<file path="src/rtl/add_operand_loader_if.sv">
// Operand-loader bus: narrow beat stream in, parallel operands and capture strobe out.
// The loader sits on the slave side of the stream. The feeder/observer sits on the master side.
interface add_operand_loader_if #(
   parameter int W  = 128,
   parameter int D  = 8,
   parameter int CW = 16
);
   logic          in_valid;
   logic [D-1:0]  in_data;
   logic          in_ready;
   logic [W-1:0]  A;
   logic [W-1:0]  B;
   logic          C_in;
   logic          enable;
   logic [CW-1:0] op_count;
   logic [1:0]    state_o;

   modport slave (
      input  in_valid, in_data,
      output in_ready, A, B, C_in, enable, op_count, state_o
   );

   modport master (
      output in_valid, in_data,
      input  in_ready, A, B, C_in, enable, op_count, state_o
   );
endinterface

</file>
<file path="src/rtl/add_operand_loader.sv">
// Assembles two W-bit operands and a carry from a D-bit beat stream (LSB beat first).
// It then strobes enable for one cycle so the downstream adder captures them.
module add_operand_loader #(
   parameter int W  = 128,
   parameter int D  = 8,
   parameter int CW = 16
) (
   input  logic                 CLK_50,
   input  logic                 reset,
   add_operand_loader_if.slave  bus
);

   localparam int N     = W / D;
   localparam int IDX_W = (N > 1) ? $clog2(N) : 1;
   localparam logic [IDX_W-1:0] IDX_LAST = IDX_W'(N - 1);

   typedef enum logic [1:0] {
      LOAD_A = 2'd0,
      LOAD_B = 2'd1,
      LOAD_C = 2'd2,
      ISSUE  = 2'd3
   } state_t;

   state_t           state, state_nxt;
   logic [IDX_W-1:0] idx;
   logic [W-1:0]     a_q, b_q;
   logic             c_q;
   logic             en_q;
   logic [CW-1:0]    cnt_q;
   logic             ready;
   logic             accept;
   logic             last_beat;

   // The new beat enters at the top, so after N beats the first one sits in the LSBs.
   // Widening before the shift keeps this legal when W == D.
   function automatic logic [W-1:0] shift_in(input logic [W-1:0] cur,
                                             input logic [D-1:0] beat);
      logic [W+D-1:0] cat;
      cat = {beat, cur} >> D;
      return cat[W-1:0];
   endfunction

   assign accept    = bus.in_valid && ready;
   assign last_beat = (idx == IDX_LAST);

   always_ff @(posedge CLK_50) begin
      if (reset) begin
         state <= LOAD_A;
      end else begin
         state <= state_nxt;
      end
   end

   always_comb begin
      state_nxt = state;
      ready     = 1'b1;
      case (state)
         LOAD_A: if (accept && last_beat) state_nxt = LOAD_B;
         LOAD_B: if (accept && last_beat) state_nxt = LOAD_C;
         LOAD_C: if (accept)              state_nxt = ISSUE;
         ISSUE: begin
            ready     = 1'b0;
            state_nxt = LOAD_A;
         end
         default: state_nxt = LOAD_A;
      endcase
   end

   always_ff @(posedge CLK_50) begin
      if (reset) begin
         a_q   <= '0;
         b_q   <= '0;
         c_q   <= 1'b0;
         idx   <= '0;
         en_q  <= 1'b0;
         cnt_q <= '0;
      end else begin
         // enable tracks the registered state: high exactly while the FSM sits in ISSUE
         en_q <= (state_nxt == ISSUE);
         if (state == ISSUE) begin
            cnt_q <= cnt_q + 1'b1;
         end
         if (accept) begin
            case (state)
               LOAD_A: begin
                  a_q <= shift_in(a_q, bus.in_data);
                  idx <= last_beat ? '0 : idx + 1'b1;
               end
               LOAD_B: begin
                  b_q <= shift_in(b_q, bus.in_data);
                  idx <= last_beat ? '0 : idx + 1'b1;
               end
               LOAD_C: c_q <= bus.in_data[0];
               default: ;
            endcase
         end
      end
   end

   assign bus.in_ready = ready;
   assign bus.A        = a_q;
   assign bus.B        = b_q;
   assign bus.C_in     = c_q;
   assign bus.enable   = en_q;
   assign bus.op_count = cnt_q;
   assign bus.state_o  = state;

endmodule

</file>
<file path="src/flat_wrapper.sv">
// flat-port wrapper written by rule: the top's interface ports become plain ports
module add_operand_loader_flat 
#(
   parameter int W  = 128,
   parameter int D  = 8,
   parameter int CW = 16
)
  (CLK_50, reset, bus_in_valid, bus_in_data, bus_in_ready, bus_A, bus_B, bus_C_in, bus_enable, bus_op_count, bus_state_o);
  add_operand_loader_if #(.W(W), .D(D), .CW(CW)) bus_i ();
  input  logic CLK_50;
  input  logic reset;
  input wire logic [$bits(bus_i.in_valid)-1:0] bus_in_valid;
  input wire logic [$bits(bus_i.in_data)-1:0] bus_in_data;
  output wire logic [$bits(bus_i.in_ready)-1:0] bus_in_ready;
  output wire logic [$bits(bus_i.A)-1:0] bus_A;
  output wire logic [$bits(bus_i.B)-1:0] bus_B;
  output wire logic [$bits(bus_i.C_in)-1:0] bus_C_in;
  output wire logic [$bits(bus_i.enable)-1:0] bus_enable;
  output wire logic [$bits(bus_i.op_count)-1:0] bus_op_count;
  output wire logic [$bits(bus_i.state_o)-1:0] bus_state_o;
  assign bus_i.in_valid = bus_in_valid;
  assign bus_i.in_data = bus_in_data;
  assign bus_in_ready = bus_i.in_ready;
  assign bus_A = bus_i.A;
  assign bus_B = bus_i.B;
  assign bus_C_in = bus_i.C_in;
  assign bus_enable = bus_i.enable;
  assign bus_op_count = bus_i.op_count;
  assign bus_state_o = bus_i.state_o;
  add_operand_loader #(.W(W), .D(D), .CW(CW)) u_core (.CLK_50(CLK_50), .reset(reset), .bus(bus_i));
endmodule
</file>
<file path="config.mk">
export PLATFORM = sky130hd
export DESIGN_NAME = add_operand_loader_flat
export DESIGN_NICKNAME = d
export VERILOG_FILES = /design/src/rtl/add_operand_loader_if.sv /design/src/rtl/add_operand_loader.sv /design/src/flat_wrapper.sv
export SDC_FILE = /design/constraint.sdc
export NUM_CORES = 1
export LEC_CHECK = 0
export CELL_PAD_IN_SITES_DETAIL_PLACEMENT = 0
export CELL_PAD_IN_SITES_GLOBAL_PLACEMENT = 2
export CORE_AREA = 2 2 201 203
export CTS_CLUSTER_SIZE = 14
export DETAILED_ROUTE_END_ITERATION = 12
export DIE_AREA = 0 0 203 205
export HOLD_SLACK_MARGIN = 0.06
export PLACE_DENSITY = 0.77
export SLEW_MARGIN = 20
export SYNTH_ARGS = -nofsm -noshare
export SYNTH_HDL_FRONTEND = slang
export SYNTH_SLANG_ARGS = --single-unit
</file>
<file path="constraint.sdc">
create_clock -name CLK_50 -period 2.25 [get_ports CLK_50]
set_input_delay 0.45 -clock CLK_50 [delete_from_list [all_inputs] [get_ports CLK_50]]
set_output_delay 0.45 -clock CLK_50 [all_outputs]
set_load 0.05 [all_outputs]
</file>
==> flow_metrics.py, run 1 <==
metrics = {
    "job": {
        "timing.max_cap.violations": 0,
    },
    "clock_network": {
        "cts_root_buf": "clkbuf_16",
        "clock_path_buffers": 3,
        "clock_sinks": 280,
        "clkTransAtPathRegs_ns": 0.06,
        "clk_latency_ns": 0.54,
        "cts_tree": "yes",
        "cts_max_level": 2,
        "cts_made_buffers": 34,
    },
    "power_and_ir_drop": {
        "ir_worst_vdd_mv": 0.608,
        "p_leak_nw": 5.73,
        "pwr_density_cell_mw_per_mm2": 755,
    },
    "placed_design": {
        "io_buffers": 287,
        "place_area_mm2": 0.0134,
        "gp_congestion": 0.739,
        "dp_hpwl_um": 22000,
    },
    "sta": {
        "period_minus_slack_ns": 2.20,
        "finalHoldViolations": 0,
        "fin_setup_tns_ns": 0,
        "clock_skew_ns": 0.0271,
        "relSlewSlack_pct": 58.7,
        "setup_viol": 0,
        "worstMarginPinSlew_ns": 0.622,
        "rsz0062_at_grt": "no",
        "max_freq_mhz": 455,
        "final-max-slew-violation-count": 0,
        "final.period_utilization_pct": 97.8,
    },
    "worst_setup_path": {
        "critPathRequiredTime_ns": 1.80,
        "end_kind": "primary output",
        "crit_family": "buffers and inverters",
        "crit_buf_inv": 1,
        "critPathSlowestCell": "clkdlybuf4s50_1",
        "reg2regPathDepth": 5,
        "worst-endpoint-arrival_ns": 1.75,
        "worstSetupPathType": "reg -> out",
        "critPathLaunchType": "register",
        "slowest_delay_ns": 0.83,
        "cp.depth": 1,
        "worstPathCellList": "clkdlybuf4s50_1",
        "critPathMaxFanout": 3,
    },
    "routing": {
        "dr.pass1.iters": 5,
        "drt_iter0_drc": 511,
        "viasPerCell": 4.36,
        "highest_layer": "met5",
        "route.met2.wl_um": 14800,
        "wl_per_cell_um": 15.8,
        "route.detailed.drc": 0,
        "met3RoutedLength_um": 2330,
        "drt_wl_total_um": 32500,
        "wl_met1_um": 14700,
        "antenna_left": 0,
        "via_count": 8953,
    },
    "final_layout": {
        "final_cell_area_mm2": 0.0146,
        "nets": 1516,
        "drive_above_1_share_pct": 6.80,
        "syn_to_final_growth_pct": 48.8,
        "diodes": 0,
    },
    "yosys": {
        "synth_enable_flop_cells": 0,
        "ys_warn_count": 0,
        "yosysSeqAreaShare_pct": 57.2,
        "ys_ff_latch": 280,
        "synth_cell_type_count": 31,
        "synthCells": 1236,
        "async_flop_share_pct": 0,
        "ys.flop_type": "dfxtp_1",
        "synth.avg_cell_area_um2": 7.93,
        "syn_nets": 1249,
        "syn_area_mm2": 0.00980,
    },
    "floorplan": {
        "start_util_pct": 24.9,
        "die_w_um": 203,
        "io_pins": 288,
        "core_area_mm2": 0.0394,
        "dieHeight_um": 205,
        "dieArea_mm2": 0.0416,
        "rows": 73,
    },
    "grt": {
        "grt_pass1_wl_um": 49800,
        "antenna_found_initial": 1,
        "grt_overflow": 0,
        "grt_pass1_vias": 8491,
        "grt_use_total_pct": 15.2,
        "grt_max_degree": 71,
    },
    "worst_hold_path": {
        "hold_path_depth": 2,
        "hold_class": "in -> reg",
    },
    "outcome": {
        "status": "completed",
    },
}
sequential cells by signal (all words and copies together) (netlist names):
register and count:
u_core.bus.A 128, u_core.bus.B 128, u_core.bus.op_count 16, u_core.idx 4
u_core.bus.state_o 2, u_core.bus.C_in 1, u_core.bus.enable 1
report_power, final:
| group | total [mW] | switching [mW] | internal (mW) |
|---|---|---|---|
| clock network | 5.67 | 2.20 | 3.47 |
| logic | 0.352 | 0.261 | 0.0909 |
| registers | 4.99 | 0.0162 | 4.98 |
layer usage:
| layer | vias to the layer above | global-route usage [%] |
|---|---|---|
| met2 | 210 | 23.4 |
| met5 | - | 0 |
| met1 | 4177 | 19.6 |
| met3 | 42 | 5.07 |
| li1 | 4522 | - |
| met4 | 2 | 5.71 |
cells in the mapped netlist (2+ instances only):
master      n  area, um^2
buf_2      49         245
xor2_1      2        17.5
nor3_1      4        20.0
nor4_1      4        25.0
o21ai_0     4        20.0
nor2b_1     3        18.8
a21oi_1   267        1340
ha_1        2        25.0
or3_1       4        25.0
clkbuf_1   38         143
nand2_1   525        1970
dfxtp_1   280        5610
nand4_1     2        12.5
or3_4       2        22.5
xnor2_1     9        78.8
nor2_1     18        67.6
inv_1       5        18.8
nand3_1     5        25.0
layout make-up:
type / instances / area, um^2
inverters: 5 / 18.8
clock buffers: 54 / 1060
fillers: 4160 / 24800
repair buffers: 320 / 3320
flip-flops and latches: 280 / 5610
clock inverters: 8 / 120
multi-input cells: 862 / 3800
well taps: 525 / 657
stage by stage:
stage	utilization [%]	total power [mW]	setup slack, ns	instances	hold WS (ns)
4_1_cts	36.8	11.2	0.00209	2054	0.320
6_report	37.0	11.0	0.0503	2054	0.333
3_5_place_dp	34.0	5.47	0.200	1992	0.446
5_1_grt	37.0	11.5	0.000906	2054	0.341
2_1_floorplan	-	5.31	0.257	1236	0.442
3_3_place_gp	34.0	5.47	0.223	1992	0.443
final timing paths:
check / startpoint / endpoint / slack [ns]
worst max-delay path: u_core.bus.B[70] / bus_B[70] / 0.05
worst min-delay path: reset / u_core.bus.B[100] / 0.33
worst max register to register: u_core.bus.state_o[0] / u_core.bus.op_count[14] / 0.48
worst min register to register: u_core.bus.B[0] / u_core.bus.B[0] / 0.45
timing repair:
item	4_1_cts	5_1_grt
hold buffers	0	0
resized for setup	68	38
setup endpoints to repair	68	38
setup buffers	0	0
cells by family (layout without fill, tap and decap cells):
family / count (synthesis) / in the layout / share of synthesized area (%)
multiplexers: 1 / 1 / 0.115
XOR/XNOR: 11 / 11 / 0.983
adder cells (fa/ha/maj): 2 / 2 / 0.255
AO/OA/AOI/OAI: 275 / 275 / 14.2
buffers and inverters: 94 / 387 / 4.34
flip-flops: 280 / 280 / 57.2
AND/OR/NAND/NOR: 573 / 573 / 22.9
cell usage in the layout (no fill, tap or decap), types with 4 or more instances in the layout:
master and n:
buf_4 22, clkbuf_8 11, clkbuf_16 35, clkbuf_1 8
xnor2_1 9, nor3_1 4, dlymetal6s2s_1 38, nand2_1 523
nor4_1 4, buf_12 16, inv_1 5, o21ai_0 4
nor2_1 16, or3_1 4, nand3_1 5, dfxtp_1 280
dlygate4sd2_1 68, a21oi_1 267, clkdlybuf4s50_1 175
Note: power is estimated with default switching activity, not from simulation.
==> inputs of run 2 (changes only) <==
ABC_AREA = 1   (was default)
CORE_AREA = 2 2 203 205   (was 2 2 201 203)
DIE_AREA = 0 0 205 207   (was 0 0 203 205)
==> run 2 against run 1 <==
Compared with the run above: core utilization decreased by 1.1 points; design area shrank 0.46%; sequential share of layout area rose by 0.18 points; total power rose by 8.1%; largest power group unchanged; highest routed layer is now met4.
==> flow_metrics.py, run 2 <==
metrics = {
    "power_and_ir_drop": {
        "pwr_density_cell_mw_per_mm2": 821,
        "p_leak_nw": 5.97,
        "ir_worst_vdd_mv": 0.466,
    },
    "clock_network": {
        "clock_path_buffers": 3,
        "clkTransAtPathRegs_ns": 0.06,
        "cts_tree": "yes",
        "clock_sinks": 280,
        "cts_root_buf": "clkbuf_16",
        "clk_latency_ns": 0.53,
        "cts_max_level": 2,
        "cts_hold_buf": 0,
        "cts_made_buffers": 35,
    },
    "worst_setup_path": {
        "crit_family": "buffers and inverters",
        "worst-endpoint-arrival_ns": 1.75,
        "critPathSlowestCell": "clkdlybuf4s50_1",
        "critPathRequiredTime_ns": 1.80,
        "crit_buf_inv": 1,
        "timing.rr.start": "u_core.bus.state_o[0]",
        "r2r_setup_slack_ns": 0.65,
        "reg2regPathDepth": 5,
        "critPathLaunchType": "register",
        "critPathMaxFanout": 3,
        "slowest_delay_ns": 0.86,
        "critPathLaunch": "u_core.bus.B[105]",
        "worstSetupPathType": "reg -> out",
        "worstPathCellList": "clkdlybuf4s50_1",
        "cp.depth": 1,
        "crit_end": "bus_B[105]",
        "r2r_end": "u_core.bus.B[0]",
        "end_kind": "primary output",
    },
    "worst_hold_path": {
        "hold_path_depth": 2,
        "hold_class": "reg -> reg",
    },
    "routing": {
        "via_count": 9146,
        "wl_per_cell_um": 15.5,
        "route.detailed.drc": 0,
        "dr.pass1.iters": 5,
        "drt_wl_total_um": 32600,
        "antenna_left": 0,
        "drt_iter0_drc": 535,
        "viasPerCell": 4.34,
    },
    "floorplan": {
        "rows": 74,
        "die_w_um": 205,
        "core_area_mm2": 0.0404,
        "io_pins": 288,
        "dieHeight_um": 207,
        "dieArea_mm2": 0.0424,
        "start_util_pct": 24.6,
    },
    "yosys": {
        "synth_commonest_cells": "303 x nand2_1, 295 x nor2_1, 280 x dfxtp_1",
        "syn_nets": 1306,
        "synth.most_common_cell": "nand2_1",
        "synthCells": 1293,
        "ys_top_cells_by_area": "dfxtp_1 56%, nand2_1 11%, nor2_1 11%",
        "ys.flop_type": "dfxtp_1",
        "syn_area_mm2": 0.00993,
        "ys_warn_count": 0,
        "synth_cell_type_count": 25,
        "synth_enable_flop_cells": 0,
        "synth.avg_cell_area_um2": 7.68,
        "ys_ff_latch": 280,
        "yosysTopAreaCellShare_pct": 56.5,
        "yosysSeqAreaShare_pct": 56.5,
        "yosysTopAreaCell": "dfxtp_1",
        "async_flop_share_pct": 0,
    },
    "placed_design": {
        "io_buffers": 287,
        "gp_congestion": 0.766,
        "dp.cells": 2046,
        "pre_cts_slack_ns": 0.0209,
        "dp_hpwl_um": 21200,
    },
    "sta": {
        "max_freq_mhz": 454,
        "finalHoldViolations": 0,
        "worst_slack_ns": 0.0498,
        "clock_skew_ns": 0.0114,
        "period_minus_slack_ns": 2.20,
        "setup_viol": 0,
        "worstMarginPinSlew_ns": 0.752,
        "fin_setup_tns_ns": 0,
        "relSlewSlack_pct": 49.8,
        "rsz0062_at_grt": "no",
        "final.period_utilization_pct": 97.8,
        "final-max-slew-violation-count": 0,
        "fin_hold_ws_ns": 0.465,
    },
    "final_layout": {
        "nets": 1564,
        "mostFrequentLayoutCell": "nand2_1",
        "syn_to_final_growth_pct": 46.2,
        "diodes": 0,
        "drive_above_1_share_pct": 5.58,
        "layout_common_cells": "303 x nand2_1, 295 x nor2_1, 280 x dfxtp_1",
        "instances_no_fill": 2108,
    },
    "job": {
        "timing.max_cap.violations": 0,
    },
    "grt": {
        "grt_max_degree": 135,
        "grt_overflow": 0,
        "antenna_found_initial": 0,
        "grt_pass1_wl_um": 51900,
        "grt_pass1_vias": 8990,
        "grt_use_total_pct": 15.2,
    },
    "outcome": {
        "status": "completed",
    },
}
## run 2: how the worst min path moves through the flow
stage | to | from
after detailed placement | u_core.bus.B[5] | u_core.bus.B[5]
after CTS | u_core.bus.C_in | u_core.bus.C_in
after global placement | u_core.bus.B[1] | u_core.bus.B[1]
final | u_core.bus.B[1] | u_core.bus.B[1]
after floorplan | u_core.idx[2] | u_core.idx[2]
after global routing | u_core.bus.B[5] | u_core.bus.B[5]
## run 2: area by class of cell
cell class / instances / area [um^2]
tap: 532 / 666
sequential: 280 / 5610
multi-input combinational: 901 / 3830
clock inverter: 7 / 37.5
inverter: 25 / 100
fill: 4275 / 25900
timing repair buffer: 308 / 3190
clock buffer: 55 / 1080
## run 2: cell families after synthesis
| group | Yosys count | synth area share, % |
|---|---|---|
| compound gates | 274 | 13.9 |
| simple gates | 623 | 24.2 |
| xor+xnor | 2 | 0.176 |
| buf+inv | 112 | 5.10 |
| fa+ha+maj | 2 | 0.252 |
| flops | 280 | 56.5 |
## run 2: power breakdown
| part | internal, mW | total, mW | switching, mW | leakage (nW) |
|---|---|---|---|---|
| clock network | 3.30 | 5.46 | 2.17 | 0.555 |
| logic | 0.357 | 1.21 | 0.854 | 3.13 |
| registers | 5.11 | 5.23 | 0.122 | 2.28 |
## run 2: layer usage
metal  track usage (%)  wire length [um]
met2              22.4             13700
met1              20.2             15300
met4              4.71               567
met5                 0                 0
met3              6.18              3040
## run 2: what timing repair did
action,in CTS,in global routing
gates resized for setup,43,35
setup buffers,0,0
endpoints found under the hold margin,0,0
endpoints found under the setup margin,43,35
## run 2: metrics by stage
step	utilization (%)	total power, mW	area [um^2]
after detailed placement	33.1	6.57	13400
after CTS	35.7	12.2	14400
after floorplan	-	6.11	9930
after global placement	33.1	6.58	13400
after global routing	35.9	12.4	14500
final	35.9	11.9	14500
==> inputs of run 3 (changes only) <==
CAP_MARGIN = 25   (was default)
==> results of run 3 <==
The final DEF is identical to that of run 2; final timing and power are the same.
